==> src/rtl/seg7_serial_frame_decoder.sv <==
// Receives a serial 7-segment shift chain (active-low a..g,p per digit plus latch strobe),
// reassembles one frame of NUM_DIGITS bytes and decodes each byte to hex/point/blank/error.
module seg7_serial_frame_decoder #(
    parameter int NUM_DIGITS = 4
) (
    input  logic                      clk,
    input  logic                      rst_n,
    input  logic                      ser_clk,
    input  logic                      ser_dat,
    input  logic                      ser_le,
    output logic [4*NUM_DIGITS-1:0]   hex_out,
    output logic [NUM_DIGITS-1:0]     point_out,
    output logic [NUM_DIGITS-1:0]     blank_out,
    output logic [NUM_DIGITS-1:0]     code_err,
    output logic                      frame_valid,
    output logic                      frame_err
);

    localparam int FRAME_BITS = 8 * NUM_DIGITS;
    localparam int CNT_W      = $clog2(FRAME_BITS + 2);
    localparam logic [CNT_W-1:0] CNT_FULL = CNT_W'(FRAME_BITS);
    localparam logic [CNT_W-1:0] CNT_OVF  = CNT_W'(FRAME_BITS + 1);

    // Returns {code_err, blank, hex[3:0]} for an active-low a..g pattern (bit6 = a).
    function automatic logic [5:0] decode_glyph(input logic [6:0] seg);
        logic [5:0] res;
        case (seg)
            7'b0000001: res = 6'b00_0000;
            7'b1001111: res = 6'b00_0001;
            7'b0010010: res = 6'b00_0010;
            7'b0000110: res = 6'b00_0011;
            7'b1001100: res = 6'b00_0100;
            7'b0100100: res = 6'b00_0101;
            7'b0100000: res = 6'b00_0110;
            7'b0001111: res = 6'b00_0111;
            7'b0000000: res = 6'b00_1000;
            7'b0000100: res = 6'b00_1001;
            7'b0001000: res = 6'b00_1010;
            7'b1100000: res = 6'b00_1011;
            7'b0110001: res = 6'b00_1100;
            7'b1000010: res = 6'b00_1101;
            7'b0110000: res = 6'b00_1110;
            7'b0111000: res = 6'b00_1111;
            7'b1111111: res = 6'b01_0000;
            default:    res = 6'b10_0000;
        endcase
        return res;
    endfunction

    // Synchroniser stages packed as {le, dat, clk}
    logic [2:0]                meta_q, meta_d;
    logic [2:0]                sync_q, sync_d;
    logic [2:0]                prev_q, prev_d;
    logic [FRAME_BITS-1:0]     sreg_q, sreg_d;
    logic [CNT_W-1:0]          cnt_q, cnt_d;
    logic [4*NUM_DIGITS-1:0]   hex_q, hex_d;
    logic [NUM_DIGITS-1:0]     point_q, point_d;
    logic [NUM_DIGITS-1:0]     blank_q, blank_d;
    logic [NUM_DIGITS-1:0]     err_q, err_d;
    logic                      frame_valid_q, frame_valid_d;
    logic                      frame_err_q, frame_err_d;
    logic                      clk_rise_s;
    logic                      le_rise_s;
    logic [5:0]                dec_s;

    assign clk_rise_s = sync_q[0] & ~prev_q[0];
    assign le_rise_s  = sync_q[2] & ~prev_q[2];

    // Next-state logic: synchronise, shift, count and commit or reject a frame at latch
    always_comb begin
        meta_d        = {ser_le, ser_dat, ser_clk};
        sync_d        = meta_q;
        prev_d        = sync_q;
        sreg_d        = sreg_q;
        cnt_d         = cnt_q;
        hex_d         = hex_q;
        point_d       = point_q;
        blank_d       = blank_q;
        err_d         = err_q;
        frame_valid_d = 1'b0;
        frame_err_d   = 1'b0;
        dec_s         = 6'b00_0000;

        if (clk_rise_s) begin
            sreg_d = {sreg_q[FRAME_BITS-2:0], sync_q[1]};
            if (cnt_q == CNT_OVF) begin
                cnt_d = cnt_q;
            end else begin
                cnt_d = cnt_q + CNT_W'(1);
            end
        end else begin
            sreg_d = sreg_q;
        end

        // A shift landing in the latch cycle is already folded into sreg_d/cnt_d
        if (le_rise_s) begin
            if (cnt_d == CNT_FULL) begin
                frame_valid_d = 1'b1;
                for (int k = 0; k < NUM_DIGITS; k++) begin
                    dec_s            = decode_glyph(sreg_d[8*k+1 +: 7]);
                    hex_d[4*k +: 4]  = dec_s[3:0];
                    blank_d[k]       = dec_s[4];
                    err_d[k]         = dec_s[5];
                    point_d[k]       = ~sreg_d[8*k];
                end
            end else begin
                frame_err_d = 1'b1;
            end
            cnt_d = {CNT_W{1'b0}};
        end else begin
            frame_valid_d = 1'b0;
        end
    end

    // State and output registers
    always_ff @(posedge clk or negedge rst_n) begin
        if (!rst_n) begin
            meta_q        <= 3'b111;
            sync_q        <= 3'b111;
            prev_q        <= 3'b111;
            sreg_q        <= {FRAME_BITS{1'b1}};
            cnt_q         <= {CNT_W{1'b0}};
            hex_q         <= {(4*NUM_DIGITS){1'b0}};
            point_q       <= {NUM_DIGITS{1'b0}};
            blank_q       <= {NUM_DIGITS{1'b1}};
            err_q         <= {NUM_DIGITS{1'b0}};
            frame_valid_q <= 1'b0;
            frame_err_q   <= 1'b0;
        end else begin
            meta_q        <= meta_d;
            sync_q        <= sync_d;
            prev_q        <= prev_d;
            sreg_q        <= sreg_d;
            cnt_q         <= cnt_d;
            hex_q         <= hex_d;
            point_q       <= point_d;
            blank_q       <= blank_d;
            err_q         <= err_d;
            frame_valid_q <= frame_valid_d;
            frame_err_q   <= frame_err_d;
        end
    end

    assign hex_out     = hex_q;
    assign point_out   = point_q;
    assign blank_out   = blank_q;
    assign code_err    = err_q;
    assign frame_valid = frame_valid_q;
    assign frame_err   = frame_err_q;

endmodule

==> config.mk <==
export PLATFORM = sky130hd
export DESIGN_NAME = seg7_serial_frame_decoder
export DESIGN_NICKNAME = d
export VERILOG_FILES = /design/src/rtl/seg7_serial_frame_decoder.sv
export SDC_FILE = /design/constraint.sdc
export NUM_CORES = 1
export LEC_CHECK = 0
export BUFFER_PORTS_ARGS = -buffer_cell sky130_fd_sc_hd__buf_2
export CAP_MARGIN = 10
export CORE_MARGIN = 1
export CORE_UTILIZATION = 30
export DETAILED_ROUTE_END_ITERATION = 16
export GPL_TIMING_DRIVEN = 0
export PLACE_DENSITY_LB_ADDON = 0.25
export SYNTH_ARGS = -nofsm -noshare
export SYNTH_HDL_FRONTEND = slang
export SYNTH_SLANG_ARGS = --single-unit
==> constraint.sdc <==
create_clock -name clk -period 5.92 [get_ports clk]
set_clock_uncertainty 0.1 [all_clocks]
set_input_delay 1.184 -clock clk [delete_from_list [all_inputs] [get_ports clk]]
set_output_delay 1.184 -clock clk [all_outputs]
set_load 0.05 [all_outputs]
After elaboration in Yosys (flattened, before gate mapping)
Cells that the tools add are included.

Bits in registers: 77. Logic and storage cells: 103. Input bits: 5.

Bitwise logic cells: 8. Reduce and logical (&&, ||, !) cells: 5. $add $sub $neg: 1. Mux-type cells: 12. Eq/ne operators: 66.

Operator list (count): $pmux W6 S17 (4); $eq A7 B6 Y1 const B (20); $eq A7 B7 Y1 const B (20); $eq A7 B3 Y1 const B (8); $eq A7 B4 Y1 const B (8); $mux W32 (1); $eq A7 B1 Y1 const B (4); $eq A7 B5 Y1 const B (4); $logic_not A7 Y1 (4); $mux W6 (3); $eq A6 B6 Y1 const B (2); $add A6 B1 Y6 const B (1); $not A1 Y1 (6); $mux W1 (4); $and A1 B1 Y1 (2); $reduce_and A2 Y1 (1).

Depth between registers and ports, before layout
Depth in word-level cells: 6. Mapped depth: 11. Mapped depth without buffers: 8.

Least setup slack after synthesis
OpenSTA, ideal clock, no wires.

Kind: reg-to-reg. From: register cnt_q[1]. To: register err_q[1], in the netlist code_err[1]. Arrival time: 2.224 ns. Setup time: 0.092 ns. Cell stages (with the launch flop): 11. Setup slack: 3.504 ns. Cells stage by stage: dfrtp_1 > clkbuf_1 > inv_1 > ha_1 > and4b_1 > a22oi_1 > nor3b_1 > a2111o_1 > buf_2 > a211o_1 > o31ai_2.

Cells in the longest elaborated chain, start to end: 5.

RTL lines: start, declared (RTL line 55) `logic [CNT_W-1:0] cnt_q, cnt_d;`; start signal, assigned (RTL line 122) `cnt_q <= {CNT_W{1'b0}};`; start signal, assigned (RTL line 134) `cnt_q <= cnt_d;`; $add A6 B1 Y6 or $eq A6 B6 Y1 (tied branches) (RTL line 89, 86); $mux W6 (RTL line 86) `if (cnt_q == CNT_OVF) begin`; $mux W6 * (RTL line 84) `if (clk_rise_s) begin`; $eq A6 B6 Y1 * (RTL line 97) `if (cnt_d == CNT_FULL) begin`; $reduce_and A2 Y1 (no line) *; end signal, assigned (RTL line 126) `err_q <= {NUM_DIGITS{1'b0}};`; end signal, assigned (RTL line 138) `err_q <= err_d;`; end, declared (RTL line 59) `logic [NUM_DIGITS-1:0] err_q, err_d;`.

Every way passes the cells marked *; elsewhere a longest branch is shown, timed or not. A chain may end at the register's enable or synchronous reset.

Worst setup path in the final report
From: register cnt_q[1]. To: register err_q[0], in the netlist code_err[0].

The elaborated chain is that of the path after synthesis.

==> flow_summary.json <==
{
  "sequentialPowerShare": 0.400,
  "grt_max_degree": 58,
  "power_frac_comb": 0.243,
  "cp_data_required_time_ns": 6.07,
  "hold_path.class": "register to register",
  "htree_num_levels": 3,
  "antenna_cell_count": 0,
  "post_synth_xor_area_fraction": 0.0101,
  "netlist_area_um2": 5180,
  "p_per_cell_area_nw_per_um2": 254,
  "grt_util_met1": 0.284,
  "crit_path_end_kind": "register",
  "synth.distinct_cells": 78,
  "ctsHoldBuffers": 0,
  "final_hold_viol_count": 0,
  "start_kind": "register",
  "use_met2": 0.301,
  "design.die.area_um2": 17800,
  "synth_nets": 613,
  "leakage_component_of_the_power_nw": 2.45,
  "timing.setup.tns_ns": 0,
  "synthesis.yosys.warnings": 0,
  "whs_ns": 0.255,
  "worstSetupPathType": "register to register",
  "finalSetupViolations": 0,
  "post_synth_and_or_nand_nor_area_fraction": 0.280,
  "place.gp.congestion": 0.937,
  "timing.rr.start": "cnt_q[1]$_DFF_PN0_",
  "io_pins": 35,
  "cts-root-to-sink-buffers": 2,
  "total_drc_errors_in_the_routed_layout": 0,
  "top_area_cells_in_the_synthesized_netlist": "sky130_fd_sc_hd__dfstp_2, sky130_fd_sc_hd__dfrtp_1, sky130_fd_sc_hd__nand2_1",
  "drive_gt1_frac": 0.195,
  "critical_path.max_fanout": 10,
  "post_synth_arst_share": 1.00,
  "hp-start": "meta_q[1]$_DFF_PN1_",
  "wl_per_cell_um": 20.0,
  "peakVddDrop_mv": 0.149,
  "cell_type_with_the_highest_aggregate_area_in_the_netlist": "sky130_fd_sc_hd__dfstp_2",
  "preCtsSetupSlack_ns": 2.77,
  "initial_core_util": 0.310,
  "detail_route.wirelength_um": 17600,
  "p_sw_w": 0.000525,
  "ant_nets": 0,
  "tritoncts": "done",
  "initialDrtViolationCount": 503,
  "ys.flop_type": "sky130_fd_sc_hd__dfstp_2",
  "synth_top_family_by_area": "simple AND/OR/NAND/NOR gates",
  "postSynthCellCount": 606,
  "fmax_mhz": 315,
  "groute.layer.met3.usage": 0.0441,
  "clock_latency_ns": 0.35,
  "yosysTopAreaCellShare": 0.223,
  "final_period_minus_worst_setup_slack_ns": 3.18,
  "route.vias.total": 5198,
  "clock_power_share": 0.357,
  "worst_slew_pin_slew_ns": 0.923,
  "slew_viol_final": 0,
  "ctsResizeCount": 0,
  "final.setup.worst_slack_ns": 2.74,
  "worst_slew_margin_rel": 0.368,
  "gr-max-usage-layer": "met2",
  "arithmetic_cell_share_of_the_synthesized_area_counting_full_adders_half_adders_and_majority_gates": 0.00483,
  "final_net_count": 659,
  "switching_part_of_the_total": 0.348,
  "drt_pass_1_iters": 5,
  "fill_cell_total_of_the_finished_layout": 1768,
  "post_synth_mux_area_share": 0.0183,
  "cts_post_setup_buffers_inserted": 0,
  "synthesis.area_per_instance_um2": 8.55,
  "p_int_w": 0.000984,
  "synthToLayoutAreaGrowth_pct": 14.6,
  "setup_repair_after_global_routing_missed_its_margin": "no",
  "half_perimeter_wire_length_after_detailed_placement_um": 12200,
  "outcome": "finished clean",
  "cts_root_buffer": "sky130_fd_sc_hd__clkbuf_16",
  "std_cell_rows": 47,
  "cts_made_buffers": 9,
  "die-height_um": 133,
  "post_drt_via_cell_ratio": 5.93,
  "max_cap_viols": 0,
  "layout_worst_path_cycle_share": 0.537,
  "synth_edf_count": 0,
  "grt_use_total": 0.203,
  "synth-compound-area-share": 0.249,
  "gr-total-overflow": 0,
  "numPortBuffers": 34,
  "worstPathArrival_ns": 3.33,
  "grt_pass1_vias": 5011,
  "critPathLaunch": "cnt_q[1]$_DFF_PN0_",
  "cts.reportedPaths.clkPinSlew_ns": 0.07,
  "wire_length_of_the_first_global_routing_pass_um": 27900,
  "synth_sequential_area_ratio": 0.378,
  "fp.coreArea_um2": 16700,
  "ys_seq_elements": 76,
  "die_width_um": 133,
  "initial_antenna_violation_count": 0,
  "clkSinkCount": 76
}
-- critical path, cell delays in order (launching register included) --
cell and delay, ns:
sky130_fd_sc_hd__dfrtp_1 0.34, sky130_fd_sc_hd__clkbuf_1 0.27, sky130_fd_sc_hd__inv_1 0.08, sky130_fd_sc_hd__ha_1 0.31
sky130_fd_sc_hd__and4b_1 0.20, sky130_fd_sc_hd__a22oi_1 0.14, sky130_fd_sc_hd__nor3b_1 0.34, sky130_fd_sc_hd__a2111o_1 0.15
sky130_fd_sc_hd__buf_2 0.33, sky130_fd_sc_hd__clkbuf_1 0.58, sky130_fd_sc_hd__nand2_1 0.12, sky130_fd_sc_hd__o31ai_1 0.10
-- stage by stage --
| step | total power [W] | area [um2] | utilization | std cells |
|---|---|---|---|---|
| 2_1_floorplan | 0.000858 | 5180 | - | 606 |
| 3_3_place_gp | 0.000965 | 5630 | 0.337 | 860 |
| 3_5_place_dp | 0.000967 | 5660 | 0.339 | 861 |
| 4_1_cts | 0.00152 | 5940 | 0.356 | 877 |
| 5_1_grt | 0.00158 | 5940 | 0.356 | 877 |
| 6_report | 0.00151 | 5940 | 0.356 | 877 |
-- cell type report --
| type | count | area, um2 | share of cell area |
|---|---|---|---|
| Buffer | 52 | 236 | 0.0398 |
| Timing Repair Buffer | 35 | 200 | 0.0337 |
| Multi-Input combinational cell | 458 | 2920 | 0.491 |
| Sequential cell | 76 | 1960 | 0.329 |
| Clock inverter | 7 | 57.6 | 0.00969 |
| Inverter | 20 | 75.1 | 0.0126 |
| Clock buffer | 9 | 225 | 0.0379 |
| Tap cell | 220 | 275 | 0.0463 |
-- routing by layer --
layer / share of wire / vias to the layer above
li1: - / 2367
met1: 0.46 / 2552
met2: 0.45 / 244
met3: 0.069 / 35
met4: 0.026 / 0
met5: 0 / -
-- layout by cell type, fill, tap and decap left out, drive strengths merged, types with 5 or more instances in the layout --
cell	count
nand2	76
nor2	36
clkbuf	40
a41oi	8
o2111ai	6
nor4	11
a31oi	16
a21oi	21
a21o	11
inv	23
nand4	6
dfstp	44
nor4bb	13
nand2b	18
mux2i	5
o22ai	5
o21ai	40
a211oi	11
dfrtp	32
and3b	11
nor2b	6
and3	5
nor3	30
nand3	17
a2111oi	7
nand3b	11
buf	56
-- cells in the mapped netlist (all sizes together) (4+ instances only) --
master,instances
a41oi,8
nand2b,18
a211oi,11
o31ai,4
buf,21
a2111oi,7
o21ai,40
mux2i,5
and2,4
a21o,11
xnor2,4
dfstp,44
clkbuf,31
dfrtp,32
a31oi,16
nand3b,11
nor2b,6
o22ai,5
o2111ai,6
a22oi,4
nor4bb,13
inv,20
and3,5
nand3,17
mux2,4
nand4,6
and3b,11
a21oi,21
o22a,4
nor3,30
nor2,36
nor4,11
nand2,76
-- logic make-up (layout without fill, tap and decap cells) --
logic type / Yosys count / in the layout
compound gates: 179 / 179
xor+xnor: 6 / 6
fa+ha+maj: 2 / 2
buf+inv: 72 / 123
flops: 76 / 76
mux: 9 / 9
simple gates: 262 / 262
-- flip-flops by register name, indices dropped and copies added, names as in the netlist --
| name | count |
|---|---|
| cnt_q | 6 |
| blank_out | 4 |
| meta_q | 3 |
| frame_valid | 1 |
| prev_d | 3 |
| hex_out | 16 |
| code_err | 4 |
| prev_q | 2 |
| frame_err | 1 |
| point_out | 4 |
| sreg_q | 32 |
-- final timing paths --
path	cells past startpoint	end	slack, ns
max in group asynchronous	2	prev_q[2]$_DFF_PN1_	4.46
hold / removal	0	prev_d[1]$_DFF_PN1_	0.26
setup reg to reg	11	code_err[0]$_DFFE_PN0P_	2.74
min in group asynchronous	1	hex_out[0]$_DFFE_PN0P_	0.61
hold reg to reg	0	prev_d[1]$_DFF_PN1_	0.26
setup / recovery	11	code_err[0]$_DFFE_PN0P_	2.74
-- power by group through the flow --
stage / combinational [W] / sequential, W / clock (W)
2_1_floorplan: 0.000256 / 0.000601 / 0
3_3_place_gp: 0.000355 / 0.000610 / 0
3_5_place_dp: 0.000356 / 0.000611 / 0
4_1_cts: 0.000358 / 0.000603 / 0.000555
5_1_grt: 0.000400 / 0.000609 / 0.000571
6_report: 0.000367 / 0.000604 / 0.000539
(Power assumes the default switching activity.)
